**config.mk**
```make
export PLATFORM = sky130hd
export DESIGN_NAME = fifo_async_write_arbiter
export DESIGN_NICKNAME = d
export VERILOG_FILES = /design/src/rtl/fifo_async_write_arbiter.sv
export SDC_FILE = /design/constraint.sdc
export NUM_CORES = 1
export LEC_CHECK = 0
export CELL_PAD_IN_SITES_DETAIL_PLACEMENT = 0
export CELL_PAD_IN_SITES_GLOBAL_PLACEMENT = 1
export CORE_ASPECT_RATIO = 0.9
export CORE_MARGIN = 3
export CORE_UTILIZATION = 29
export DETAILED_ROUTE_END_ITERATION = 10
export PLACE_DENSITY = 0.88
export SYNTH_ARGS = -nofsm -noshare
export SYNTH_HDL_FRONTEND = slang
export SYNTH_SLANG_ARGS = --single-unit
```
**constraint.sdc**
```tcl
create_clock -name clk_in -period 5.05 [get_ports clk_in]
set_input_delay 1.01 -clock clk_in [delete_from_list [all_inputs] [get_ports clk_in]]
set_output_delay 1.01 -clock clk_in [all_outputs]
set_load 0.005 [all_outputs]
```
**src/rtl/fifo_async_write_arbiter.sv**
```systemverilog
// rtl/fifo_async_write_arbiter.sv - round-robin, packet-locked write-port arbiter for the async FIFO
module fifo_async_write_arbiter #(
    parameter int WIDTH     = 8,
    parameter int N_REQ     = 4,
    parameter int IDX_W     = 2,
    parameter int MAX_BURST = 16
) (
    input  logic                   clk_in,
    input  logic                   nrst_in,
    input  logic [N_REQ-1:0]       req_valid_in,
    input  logic [N_REQ-1:0]       req_last_in,
    input  logic [N_REQ*WIDTH-1:0] req_data_in,
    output logic [N_REQ-1:0]       req_ready_out,
    output logic [N_REQ-1:0]       grant_out,
    output logic                   fifo_write_out,
    output logic [WIDTH-1:0]       fifo_wdata_out,
    input  logic                   fifo_full_in,
    output logic                   busy_out
);

    localparam int CNT_W = $clog2(MAX_BURST + 1);

    typedef enum logic {IDLE, BURST} state_t;

    state_t             state;
    logic [N_REQ-1:0]   grant;
    logic [IDX_W-1:0]   owner;
    logic [IDX_W-1:0]   last_idx;
    logic [CNT_W-1:0]   beat_cnt;

    logic               pick_valid;
    logic [IDX_W-1:0]   pick_idx;
    logic [IDX_W-1:0]   cand;
    logic               owner_valid;
    logic               owner_last;
    logic [WIDTH-1:0]   owner_data;
    logic               xfer;
    logic               release_now;

    // Scan from farthest to nearest so the index closest after last_idx wins.
    always_comb begin
        pick_valid = 1'b0;
        pick_idx   = '0;
        cand       = '0;
        for (int k = N_REQ; k >= 1; k--) begin
            cand = IDX_W'((int'(last_idx) + k) % N_REQ);
            if (req_valid_in[cand]) begin
                pick_valid = 1'b1;
                pick_idx   = cand;
            end
        end
    end

    always_comb begin
        owner_data = '0;
        for (int i = 0; i < N_REQ; i++) begin
            if (grant[i]) begin
                owner_data = req_data_in[i*WIDTH +: WIDTH];
            end
        end
    end

    assign owner_valid    = |(req_valid_in & grant);
    assign owner_last     = |(req_last_in & grant);
    assign busy_out       = (state == BURST);
    assign grant_out      = grant;
    assign req_ready_out  = (busy_out && !fifo_full_in) ? grant : '0;
    assign xfer           = busy_out && owner_valid && !fifo_full_in;
    assign fifo_write_out = xfer;
    assign fifo_wdata_out = busy_out ? owner_data : '0;
    assign release_now    = xfer && (owner_last || (beat_cnt == CNT_W'(MAX_BURST - 1)));

    always_ff @(posedge clk_in or negedge nrst_in) begin
        if (!nrst_in) begin
            state    <= IDLE;
            grant    <= '0;
            owner    <= '0;
            beat_cnt <= '0;
            last_idx <= IDX_W'(N_REQ - 1);
        end else begin
            case (state)
                IDLE: begin
                    if (pick_valid) begin
                        grant    <= N_REQ'(1) << pick_idx;
                        owner    <= pick_idx;
                        beat_cnt <= '0;
                        state    <= BURST;
                    end
                end
                BURST: begin
                    if (release_now) begin
                        grant    <= '0;
                        beat_cnt <= '0;
                        last_idx <= owner;
                        state    <= IDLE;
                    end else if (xfer) begin
                        beat_cnt <= beat_cnt + 1'b1;
                    end
                end
                default: state <= IDLE;
            endcase
        end
    end

endmodule

```
==> results of run 1 <==
-- layer usage --
metal	vias to the layer above	part of all wire [%]
met5	-	0
met1	541	47
li1	554	-
met4	0	0.23
met3	2	7.7
met2	57	45
-- stage by stage --
stage | worst slack [ns] | hold slack (ns) | area (um2) | total power, mW | instances
final | 1.38 | 0.488 | 1750 | 0.803 | 219
after floorplan | 2.54 | 0.439 | 1060 | 0.468 | 116
after global placement | 1.43 | 0.460 | 1700 | 0.686 | 215
after CTS | 1.38 | 0.489 | 1750 | 0.809 | 219
after detailed placement | 1.41 | 0.475 | 1700 | 0.697 | 215
after global routing | 1.31 | 0.515 | 1750 | 0.874 | 219
-- cell families after synthesis --
kind of cell / count (synthesis) / synth area share (%)
AO/OA/AOI/OAI: 46 / 35.3
XOR/XNOR: 1 / 0.825
adder cells (fa/ha/maj): 2 / 2.36
buffers and inverters: 9 / 3.53
flip-flops: 14 / 33.2
multiplexers: 4 / 4.12
AND/OR/NAND/NOR: 40 / 20.6
-- final timing paths --
check,from,end,slack (ns),cells after the start
max in group asynchronous,nrst_in,grant_out[3],3.51,1
max,req_valid_in[2],fifo_write_out,1.38,4
min,owner[0],last_idx[0],0.49,1
max reg2reg,beat_cnt[0],grant_out[1],3.08,7
min reg2reg,owner[0],last_idx[0],0.49,1
min in group asynchronous,nrst_in,beat_cnt[2],1.15,1
-- cell type report --
type / count / area (um2)
clock buffers: 4 / 55.1
fillers: 318 / 1700
inverters: 4 / 15.0
multi-input cells: 93 / 672
flip-flops and latches: 14 / 353
well taps: 44 / 55.1
repair buffers: 60 / 601
-- critical path, stage by stage --
cell and delay (ns):
sky130_fd_sc_hd__clkdlybuf4s50_1 0.61, sky130_fd_sc_hd__a22oi_4 0.14, sky130_fd_sc_hd__a21boi_4 0.33, sky130_fd_sc_hd__clkdlybuf4s50_1 0.56
-- state kept, by name (all words and copies together), names as in the netlist --
register and cells:
last_idx 2, owner 2, busy_out 1, beat_cnt 5, grant_out 4
-- cell usage in the layout, fill, tap and decap left out, types with 2 or more instances in the layout --
master and n:
sky130_fd_sc_hd__nand3_1 2, sky130_fd_sc_hd__a22oi_1 11, sky130_fd_sc_hd__and2_1 6, sky130_fd_sc_hd__or2_1 2
sky130_fd_sc_hd__ha_1 2, sky130_fd_sc_hd__nand2_1 14, sky130_fd_sc_hd__o22ai_1 2, sky130_fd_sc_hd__nor2b_1 2
sky130_fd_sc_hd__inv_1 4, sky130_fd_sc_hd__nor2_1 3, sky130_fd_sc_hd__a21oi_1 3, sky130_fd_sc_hd__clkdlybuf4s50_1 60
sky130_fd_sc_hd__a22o_1 9, sky130_fd_sc_hd__clkbuf_8 4, sky130_fd_sc_hd__o21ai_0 8, sky130_fd_sc_hd__mux2_1 2
sky130_fd_sc_hd__dfstp_2 2, sky130_fd_sc_hd__dfrtp_1 12, sky130_fd_sc_hd__nand2b_1 2
-- power breakdown --
group	internal (mW)	switching, mW	leakage [nW]
clock	0.0690	0.0396	0.0288
sequential	0.159	0.0814	0.174
combinational	0.276	0.177	0.490
total	0.504	0.298	0.694
==> reports/results.txt, run 1 <==
The flow ran to the end, and the final reports show no timing, DRC or antenna violations. Detailed placement ended at an HPWL of 2.66 mm. Area of the die: 4430 um2. In the synthesized netlist, the cells that appear most often are sky130_fd_sc_hd__nand2_1, sky130_fd_sc_hd__dfrtp_1, sky130_fd_sc_hd__a22oi_1. The tools report the post-cts hold buffer count as 0. Setup repair after global routing left no endpoint under its margin. After detailed routing, the total wire length is 3.43 mm.

Measured against its own limit, the worst slew margin works out to 55.6%. After detailed routing, the average wire length per cell comes to 15.7 um. The number of search-and-repair iterations in the first detailed-routing pass came out at 4. The post-route minimum period was 3.67 ns; the total number of vias was 1154.

For the pin with the worst max-slew slack, the measured transition is 0.665 ns. Post-detailed-route count of antenna-violating nets: 0. The synthesized design spends more area on one cell type than any other, namely sky130_fd_sc_hd__dfrtp_1. The sum of negative setup slack was 0 ns; the final core area utilization was 50.7%. The run gives 116 as the post-synthesis cell count.

Die span in y: 63.4 um. Of all nets on the critical path, the largest fanout is 10. The number of nets in the layout is 221. Global routing used 16.3% of the available tracks. From synthesis to final layout, the design area changed by 64.8%. The share of synthesized area in the top cell type comes to 28.3%.

The logs give 30.8% for the initial core utilization and 1060 um2 for the cell area after synthesis. The worst setup path is launched from an input port. TritonCTS created 3 clock buffers. After global routing, the most crowded layer is met2. Derived from the worst setup path, the maximum achievable clock frequency is 272 MHz.

The post-route clock skew came out at 0.00109 ns. Initial antenna violation count: 0. The repair_antennas step left the layout with diodes totalling 0. Using the TritonRoute via totals, the vias-per-cell ratio works out to 5.27.

In the synthesized netlist the async set-or-reset flop fraction comes to 100%. The floorplan step set the die width to 69.8 um. Sequential cells were found to cover 33.2% of the synthesized design area. A synthesized cell averages 9.16 um2.

The global-route wire length before repair is 6.03 mm, and the DRC violations left is 0. The run gives 4.04 ns as the worst endpoint required time. The class of the most critical setup path was in2out.

For this run, the number of Yosys warnings is 0. The logs give 0 for the final-report max-slew violation count and 0 for the overall overflow remaining after global route. The tools report the global routing usage on met2 as 26.7%. Endpoint type of the worst setup path: a primary output. The final estimated routing congestion in global placement came out at 0.869. The leakage power summed over all cells was 0.694 nW; the total power per unit cell area was 459 nW/um2. The total of cells resized after clock tree synthesis is 0, and the iteration-0 DRC count of the detailed router is 35. The run gives 0.24 ns as the clock latency reported for the late side of the worst-skew pair.

Counting flops and latches in the post-synthesis netlist gives 14. Data on the critical path arrives at its endpoint at 2.66 ns. The tools report the global-route track usage on met1 as 22.9%.

The logs give 0 for the total of max-cap violations and 177 uV for the peak supply drop. The tools report the clock tree root driver cell as sky130_fd_sc_hd__clkbuf_8. The number of levels the H-tree was split into is 1, and the number of top-level pins is 61.

Via count of the first global-routing pass: 1212. Setup violations remaining at the end of the flow were counted as 0. The CTS sink count was 14. The number of distinct library cells after synthesis came out at 44. The number of buffer cells added on primary ports came out at 60. The post-route netlist has 9.14% of its cells at a drive strength greater than 1. After clock tree synthesis, the clock-pin slew on the worst setup and hold paths is 0.06 ns.

The hold violation total from the final report came out at 0. Entering global routing, the biggest net connects 22 pins. In the synthesized netlist the dominant register cell turns out to be sky130_fd_sc_hd__dfrtp_1. After layout, the worst path uses 72.7% of the clock period. When the netlist entered floorplanning its net count stood at 161. TritonCTS built the clock tree. The maximum clock path buffer count is 2, and the area of the core is 3450 um2.

The path class of the lowest-slack min-delay path is reg2reg. Library cell with the highest instance count after synthesis: sky130_fd_sc_hd__nand2_1. By area the synthesized netlist is led by sky130_fd_sc_hd__dfrtp_1, sky130_fd_sc_hd__a22oi_1, sky130_fd_sc_hd__a22o_1. The initialized floorplan defines 20 standard-cell rows. The run gives 2.71% as the global routing usage on met3. The number of enable-type register cells in the synthesized netlist is 0, and the buffer count from post-CTS setup fixing is 0.
(Power assumes the default switching activity.)
==> run 2, diff against run 1 <==
--- a/config.mk
+++ b/config.mk
@@ -9,9 +9,9 @@
 export CELL_PAD_IN_SITES_GLOBAL_PLACEMENT = 1
 export CORE_ASPECT_RATIO = 0.9
 export CORE_MARGIN = 3
-export CORE_UTILIZATION = 29
+export CORE_UTILIZATION = 24
 export DETAILED_ROUTE_END_ITERATION = 10
-export PLACE_DENSITY = 0.88
+export PLACE_DENSITY = 0.78
 export SYNTH_ARGS = -nofsm -noshare
 export SYNTH_HDL_FRONTEND = slang
 export SYNTH_SLANG_ARGS = --single-unit
==> constraint.sdc (replaced) <==
create_clock -name clk_in -period 3.3 [get_ports clk_in]
set_input_delay 0.66 -clock clk_in [delete_from_list [all_inputs] [get_ports clk_in]]
set_output_delay 0.66 -clock clk_in [all_outputs]
set_load 0.005 [all_outputs]
==> reports/results.txt, run 2 (synthesized netlist as in run 1, its figures left out) <==
The floorplan step defined a core boundary enclosing 4160 um2. Global-route wire length before repair: 5.49 mm. The CTS sink count is 14, and the number of diodes is 0.

The run gives 0 as the total of max-cap violations. The worst register-to-register path begins at beat_cnt[0]. Summing internal, switching and leakage power gives 1.22 mW. The relative slew slack was 57.1%.

Commonest non-fill, non-tap cell in the layout: sky130_fd_sc_hd__clkdlybuf4s50_1. The power share of the clock group was 13.5%; the worst reg2reg path depth was 7. The initial antenna violation count was 0. Setup violations remaining at the end of the flow were counted as 0. Internal power comes to 0.771 mW. After clock tree synthesis, the repair step resized 0 gates. The highest clock rate was 337 MHz; the slew at the pin closest to its max-slew limit was 0.644 ns.

For the placed wire-length estimate after detailed placement, the log shows 2.79 mm. The detailed router finished its first iteration with 18 violations. The site row count was 22. Across the whole layout, storage elements account for 353 um2. Of the total power, combinational logic draws 56.9%.

The worst hold path was traced through 2 stages. In this run the static leakage power is 0.694 nW. The initial utilization of the core area, before any placement, comes to 25.6%. The worst-case IR drop observed on VDD is 309 uV. The area of the die is 5260 um2.

In the post-route analysis, the smallest setup slack over all paths is 0.330 ns. After detailed routing, the average wire length per cell comes to 14.6 um. The tools report the number of top-level pins as 61. Power spread over the standard cell area amounts to 690 nW/um2. The run gives 221 as the number of nets in the layout.

The analysis attributes to net switching a power of 0.450 mW. After routing, the total negative slack on setup checks comes to 0 ns. The total global routing track utilization was 12.8%; the routed wire length was 3.43 mm.

The die span in y was 69.1 um. The tools report the endpoint of the most critical register-to-register path as beat_cnt[2]. The via count of the first global-routing pass came out at 1157. Summing over every cut layer, the via total after detailed routing is 1118. The startpoint type of the worst setup path is an input port.

The tools report the final-report max-slew violation count as 0. The post-route netlist has 9.14% of its cells at a drive strength greater than 1. In this run the worst path has a maximum fanout of 10. The number of search-and-repair iterations in the first detailed-routing pass is 4, and the detailed-route vias per instance is 4.76.

The library cells used most frequently in the layout, excluding fill and tap cells, are sky130_fd_sc_hd__clkdlybuf4s50_1, sky130_fd_sc_hd__nand2_1, sky130_fd_sc_hd__dfrtp_1. The tools report the startpoint of the most critical hold path as owner[1]. Fill cells in the final layout number 397. In this run, CTS created clock tree buffers numbering 3. The register with the most flip-flops in the layout has 5 of them. The internal reg-to-reg setup slack was 1.39 ns. The critical path is of the in2out type. The register with the most flip-flops in the final layout is beat_cnt. Of the total power, the share spent switching nets is 36.8%.

Entering global routing, the biggest net connects 22 pins. The worst endpoint data arrival time came out at 2.31 ns. The DRC violations left came out at 0. The sink of the worst hold path is owner[1]. Of the available clock period, the critical path in the final layout requires 90.0%. Clock-pin slew was measured on the worst setup and hold paths at 0.05 ns. The post-route minimum period came out at 2.97 ns. After clock tree synthesis, the setup repair step added 0 buffers. In the final layout, the multi-input gates occupy 672 um2. Setup repair after global routing left no endpoint under its margin. Overall overflow remaining after global route: 0. The detail route stage leaves a number of antenna-violating nets equal to 0.

The post-cts hold buffer count came out at 0. The worst endpoint required time is 2.64 ns, and the register share of total power is 29.6%. TritonCTS built the clock tree.

The flow ran to the end, and the final reports show no timing, DRC or antenna violations. The post-route clock skew was 0.00277 ns; the number of levels the H-tree was split into was 1. For the worst-skew pair, the clock arrives at the later sink with an insertion delay of 0.24 ns. The tools report the maximum clock path buffer count as 2. The congestion estimate from routability-driven global placement came to 0.785. The count of buffers added on input and output ports is 60. For the hold violation total from the final report, the log shows 0.

The chip width is 76.1 um. STA classifies the critical path endpoint as a primary output. The setup slack at placement is 0.344 ns. From synthesis to final layout, the design area changed by 66.7%. The worst hold path belongs to the class reg2reg. The tree is rooted in a sky130_fd_sc_hd__clkbuf_8.
[run 2: cell counts in the layout (fill, tap and decap cells not counted)]
No cell type changed its count.
[run 2: worst max path at each step]
stage / startpoint / end / slack (ns) / cells past startpoint
6_report: req_valid_in[0] / fifo_write_out / 0.33 / 4
5_1_grt: grant_out[1] / fifo_wdata_out[5] / 0.16 / 5
2_1_floorplan: fifo_full_in / fifo_write_out / 1.49 / 2
3_5_place_dp: req_valid_in[0] / fifo_write_out / 0.34 / 4
3_3_place_gp: req_valid_in[0] / fifo_write_out / 0.39 / 4
4_1_cts: grant_out[1] / fifo_wdata_out[5] / 0.31 / 5
[run 2: metrics by stage]
| step | util [%] | hold slack (ns) | std cells | instance area, um2 |
|---|---|---|---|---|
| 2_1_floorplan | - | 0.364 | 116 | 1060 |
| 3_3_place_gp | 41.3 | 0.454 | 231 | 1720 |
| 3_5_place_dp | 41.3 | 0.465 | 231 | 1720 |
| 4_1_cts | 42.6 | 0.478 | 235 | 1770 |
| 5_1_grt | 42.6 | 0.525 | 235 | 1770 |
| 6_report | 42.6 | 0.466 | 235 | 1770 |
[run 2: critical path, cell delays in order]
cell                              delay [ns]
sky130_fd_sc_hd__clkdlybuf4s50_1        0.57
sky130_fd_sc_hd__a22oi_1                0.18
sky130_fd_sc_hd__a21boi_4               0.33
sky130_fd_sc_hd__clkdlybuf4s50_1        0.57
[run 2: layout make-up]
cell class / instances / share of cell area (%)
Clock buffer: 4 / 3.11
Inverter: 4 / 0.848
Multi-Input combinational cell: 93 / 38.0
Sequential cell: 14 / 19.9
Tap cell: 60 / 4.24
Timing Repair Buffer: 60 / 33.9
[run 2: metal layers]
layer,GRT usage [%],part of all wire (%)
met5,0,0
met3,5.35,9.5
met1,16.6,48
met4,1.41,0.61
met2,20.5,42
[run 2: power by group through the flow]
| stage | registers, mW | clock network [mW] | logic (mW) |
|---|---|---|---|
| final | 0.362 | 0.165 | 0.694 |
| after global routing | 0.383 | 0.181 | 0.762 |
| after CTS | 0.365 | 0.171 | 0.705 |
| after detailed placement | 0.368 | 0 | 0.701 |
| after global placement | 0.364 | 0 | 0.691 |
| after floorplan | 0.303 | 0 | 0.414 |
==> run 3, diff against run 2 <==
--- a/config.mk
+++ b/config.mk
@@ -12,6 +12,7 @@
 export CORE_UTILIZATION = 24
 export DETAILED_ROUTE_END_ITERATION = 10
 export PLACE_DENSITY = 0.78
+export RECOVER_POWER = 100
 export SYNTH_ARGS = -nofsm -noshare
 export SYNTH_HDL_FRONTEND = slang
 export SYNTH_SLANG_ARGS = --single-unit
==> constraint.sdc (replaced) <==
create_clock -name clk_in -period 3.3 [get_ports clk_in]
set_input_delay 0.495 -clock clk_in [delete_from_list [all_inputs] [get_ports clk_in]]
set_output_delay 0.495 -clock clk_in [all_outputs]
set_load 0.005 [all_outputs]
==> reports/results.txt, run 3 (synthesized netlist as in run 1, its figures left out) <==
The final estimated routing congestion in global placement is 0.793. The fraction of layout cells with a size suffix above 1 is 5.14%. The flow ran to the end, and the final reports show no timing, DRC or antenna violations. The number of clock buffers inserted by TritonCTS was 3.

At the worst endpoint, the arrival time is 2.45 ns. The number of flip-flops under the largest register name is 5, and the sum of buffers and inverters on the critical path is 2. For hold timing, the worst endpoint is owner[1]. In this run the critical register-to-register path is launched from grant_out[2].

For the final database, setup skew stands at 0.00667 ns. The run gives 0 as the final-report max-slew violation count. The logs give 2.80 ns for the worst endpoint required time and 0.438 mW for the switching power of the nets. Per report_power, the combinational group accounts for 55.0% of the total. The total number of vias came out at 1154. The first global-routing pass estimated 5.62 mm of wire. Number of levels the H-tree was split into: 1. The initial antenna violation count is 0.

61 I/O pins were placed. The critical path is of the in2out type. The first detailed-routing pass took 4 iterations.

The hold violation total from the final report was 0; the cell-internal power was 0.696 mW. The commonest non-fill, non-tap cell in the layout was sky130_fd_sc_hd__clkdlybuf4s50_1. In the final design database the tool counted 221 nets. The post-route minimum period works out to 2.95 ns. The detailed router finished its first iteration with 33 violations.

The run gives 0 as the overall overflow remaining after global route. After filler insertion, the fill cell instance count of the layout stands at 404. The worst path uses 89.3% of the clock period. Across the run, the number of max-cap violations was 0.

The tools report the startpoint type of the worst setup path as an input port. More flip-flops sit in one register than any other, and that register is beat_cnt. Pin count of the biggest net entering global routing: 22. The floorplan step defined a die boundary enclosing 5260 um2. In the layout the commonest cells are sky130_fd_sc_hd__clkdlybuf4s50_1, sky130_fd_sc_hd__dlygate4sd3_1, sky130_fd_sc_hd__nand2_1. The number of cells on the worst reg-to-reg path is 4. The largest individual stage delay along the critical path comes from the cell sky130_fd_sc_hd__dlygate4sd3_1. After detailed routing, the number of vias per cell comes to 4.91.

Walking the worst path, the cells encountered are dlygate4sd3_1 > a22oi_4 > a21boi_1 > clkdlybuf4s50_1. The site row count was 22; the relative slew slack was 55.1%. Once detail routing completed, the nets flagged for antenna violations numbered 0. TritonCTS built the clock tree.

In this run the static leakage power is 0.718 nW. For this configuration, the core starts out at a cell density of 25.6%. Net switching is 38.6% of the power. The largest fanout of any net on the critical path was 10. After legalization and detailed placement, the total HPWL measured 2.69 mm. With fillers left out, the area of the finished cells amounts to 1730 um2. The tools report the sum of negative setup slack as 0 ns. The via count of the first global-routing pass is 1139. The endpoint type of the worst setup path is a primary output. Per report_power, the sequential group accounts for 32.2% of the total. The slew at the pin closest to its max-slew limit works out to 0.673 ns. The worst register-to-register path ends at grant_out[2]. No sink is reached through more buffers than the 2 on the longest clock path. The cell family with the largest share of critical-path delay was buffers and inverters. The repair_antennas step left the layout with diodes totalling 0. The area of the multi-input gates was 637 um2; the register area was 353 um2.

Setup repair after global routing left no endpoint under its margin. The chip width was 76.1 um; the internal reg-to-reg setup slack was 1.01 ns. The tools report the DRC violations left as 0.

Once the clock tree was built, the resizer swapped 0 gates to a different size. The startpoint of the most critical hold path was owner[1]. The clock reaches the later pin of the worst-skew pair after 0.25 ns. For the CTS sink count, the log shows 14. Based on the critical path, the design can be clocked at up to 339 MHz.

The tools report the area of the core as 4160 um2. The largest single stage delay on the critical path is 0.68 ns. The worst-case IR drop observed on VDD is 361 uV. Clock-pin slew was measured on the worst setup and hold paths at 0.05 ns. The tree is rooted in a sky130_fd_sc_hd__clkbuf_8. The worst hold path was traced through 2 stages. In this run the worst hold path is classified as reg2reg. The setup violation total in the final timing report was 0. The number of buffer cells added on primary ports was 60; the instance area after placement was 1720 um2. The routed wire length is 3.53 mm, and the total power per unit cell area is 658 nW/um2.

The buffer count from post-CTS setup fixing is 0, and the area growth from synthesis to layout is 62.4%. The die span in y is 69.1 um, and the total global routing track utilization is 13.2%. For this design, the CTS-stage hold fixing added 0 buffers. The detail-routed net length per standard cell came out at 15.0 um. Per report_power, the clock group accounts for 12.7% of the total.
-- run 3: power by group through the flow --
| stage | Clock [mW] | Sequential, mW | Combinational [mW] |
|---|---|---|---|
| final | 0.145 | 0.366 | 0.624 |
| after detailed placement | 0 | 0.371 | 0.700 |
| after CTS | 0.150 | 0.367 | 0.704 |
| after global routing | 0.163 | 0.384 | 0.690 |
| after global placement | 0 | 0.364 | 0.690 |
| after floorplan | 0 | 0.303 | 0.414 |
-- run 3: final cells by class --
type / count / area share [%]
Multi-Input combinational cell: 93 / 36.9
Timing Repair Buffer: 60 / 34.8
Sequential cell: 14 / 20.4
Tap cell: 60 / 4.35
Clock buffer: 4 / 2.61
Inverter: 4 / 0.870
-- run 3: worst max path at each step --
stage,from,endpoint,slack [ns],depth (start not counted)
after floorplan,beat_cnt[0],last_idx[0],1.57,7
after global placement,req_valid_in[0],fifo_write_out,0.72,4
after detailed placement,req_valid_in[0],fifo_write_out,0.68,4
after CTS,grant_out[1],fifo_wdata_out[2],0.45,5
after global routing,grant_out[1],fifo_wdata_out[1],0.22,5
final,req_valid_in[3],fifo_write_out,0.35,4
-- run 3: tightest hold or removal path: cells and delay by family (launching register included) --
family           cells  cell delay [ns]
DFF                  1             0.33
and+or+nand+nor      2             0.10
-- run 3: routing by layer --
layer / global-route usage (%) / up-vias / routed length [um]
met1: 17.5 / 529 / 1720
met3: 4.96 / 2 / 320
met2: 20.9 / 69 / 1470
li1: - / 554 / -
met5: 0 / - / 0
met4: 2.01 / 0 / 21
-- run 3: through the flow --
stage	setup WS (ns)	total power [mW]	hold WS [ns]	util, %	instances
2_1_floorplan	1.57	0.717	0.199	-	116
3_3_place_gp	0.717	1.05	0.454	41.3	231
3_5_place_dp	0.679	1.07	0.457	41.3	231
4_1_cts	0.452	1.22	0.471	42.4	235
5_1_grt	0.223	1.24	0.520	41.5	235
6_report	0.354	1.13	0.469	41.5	235
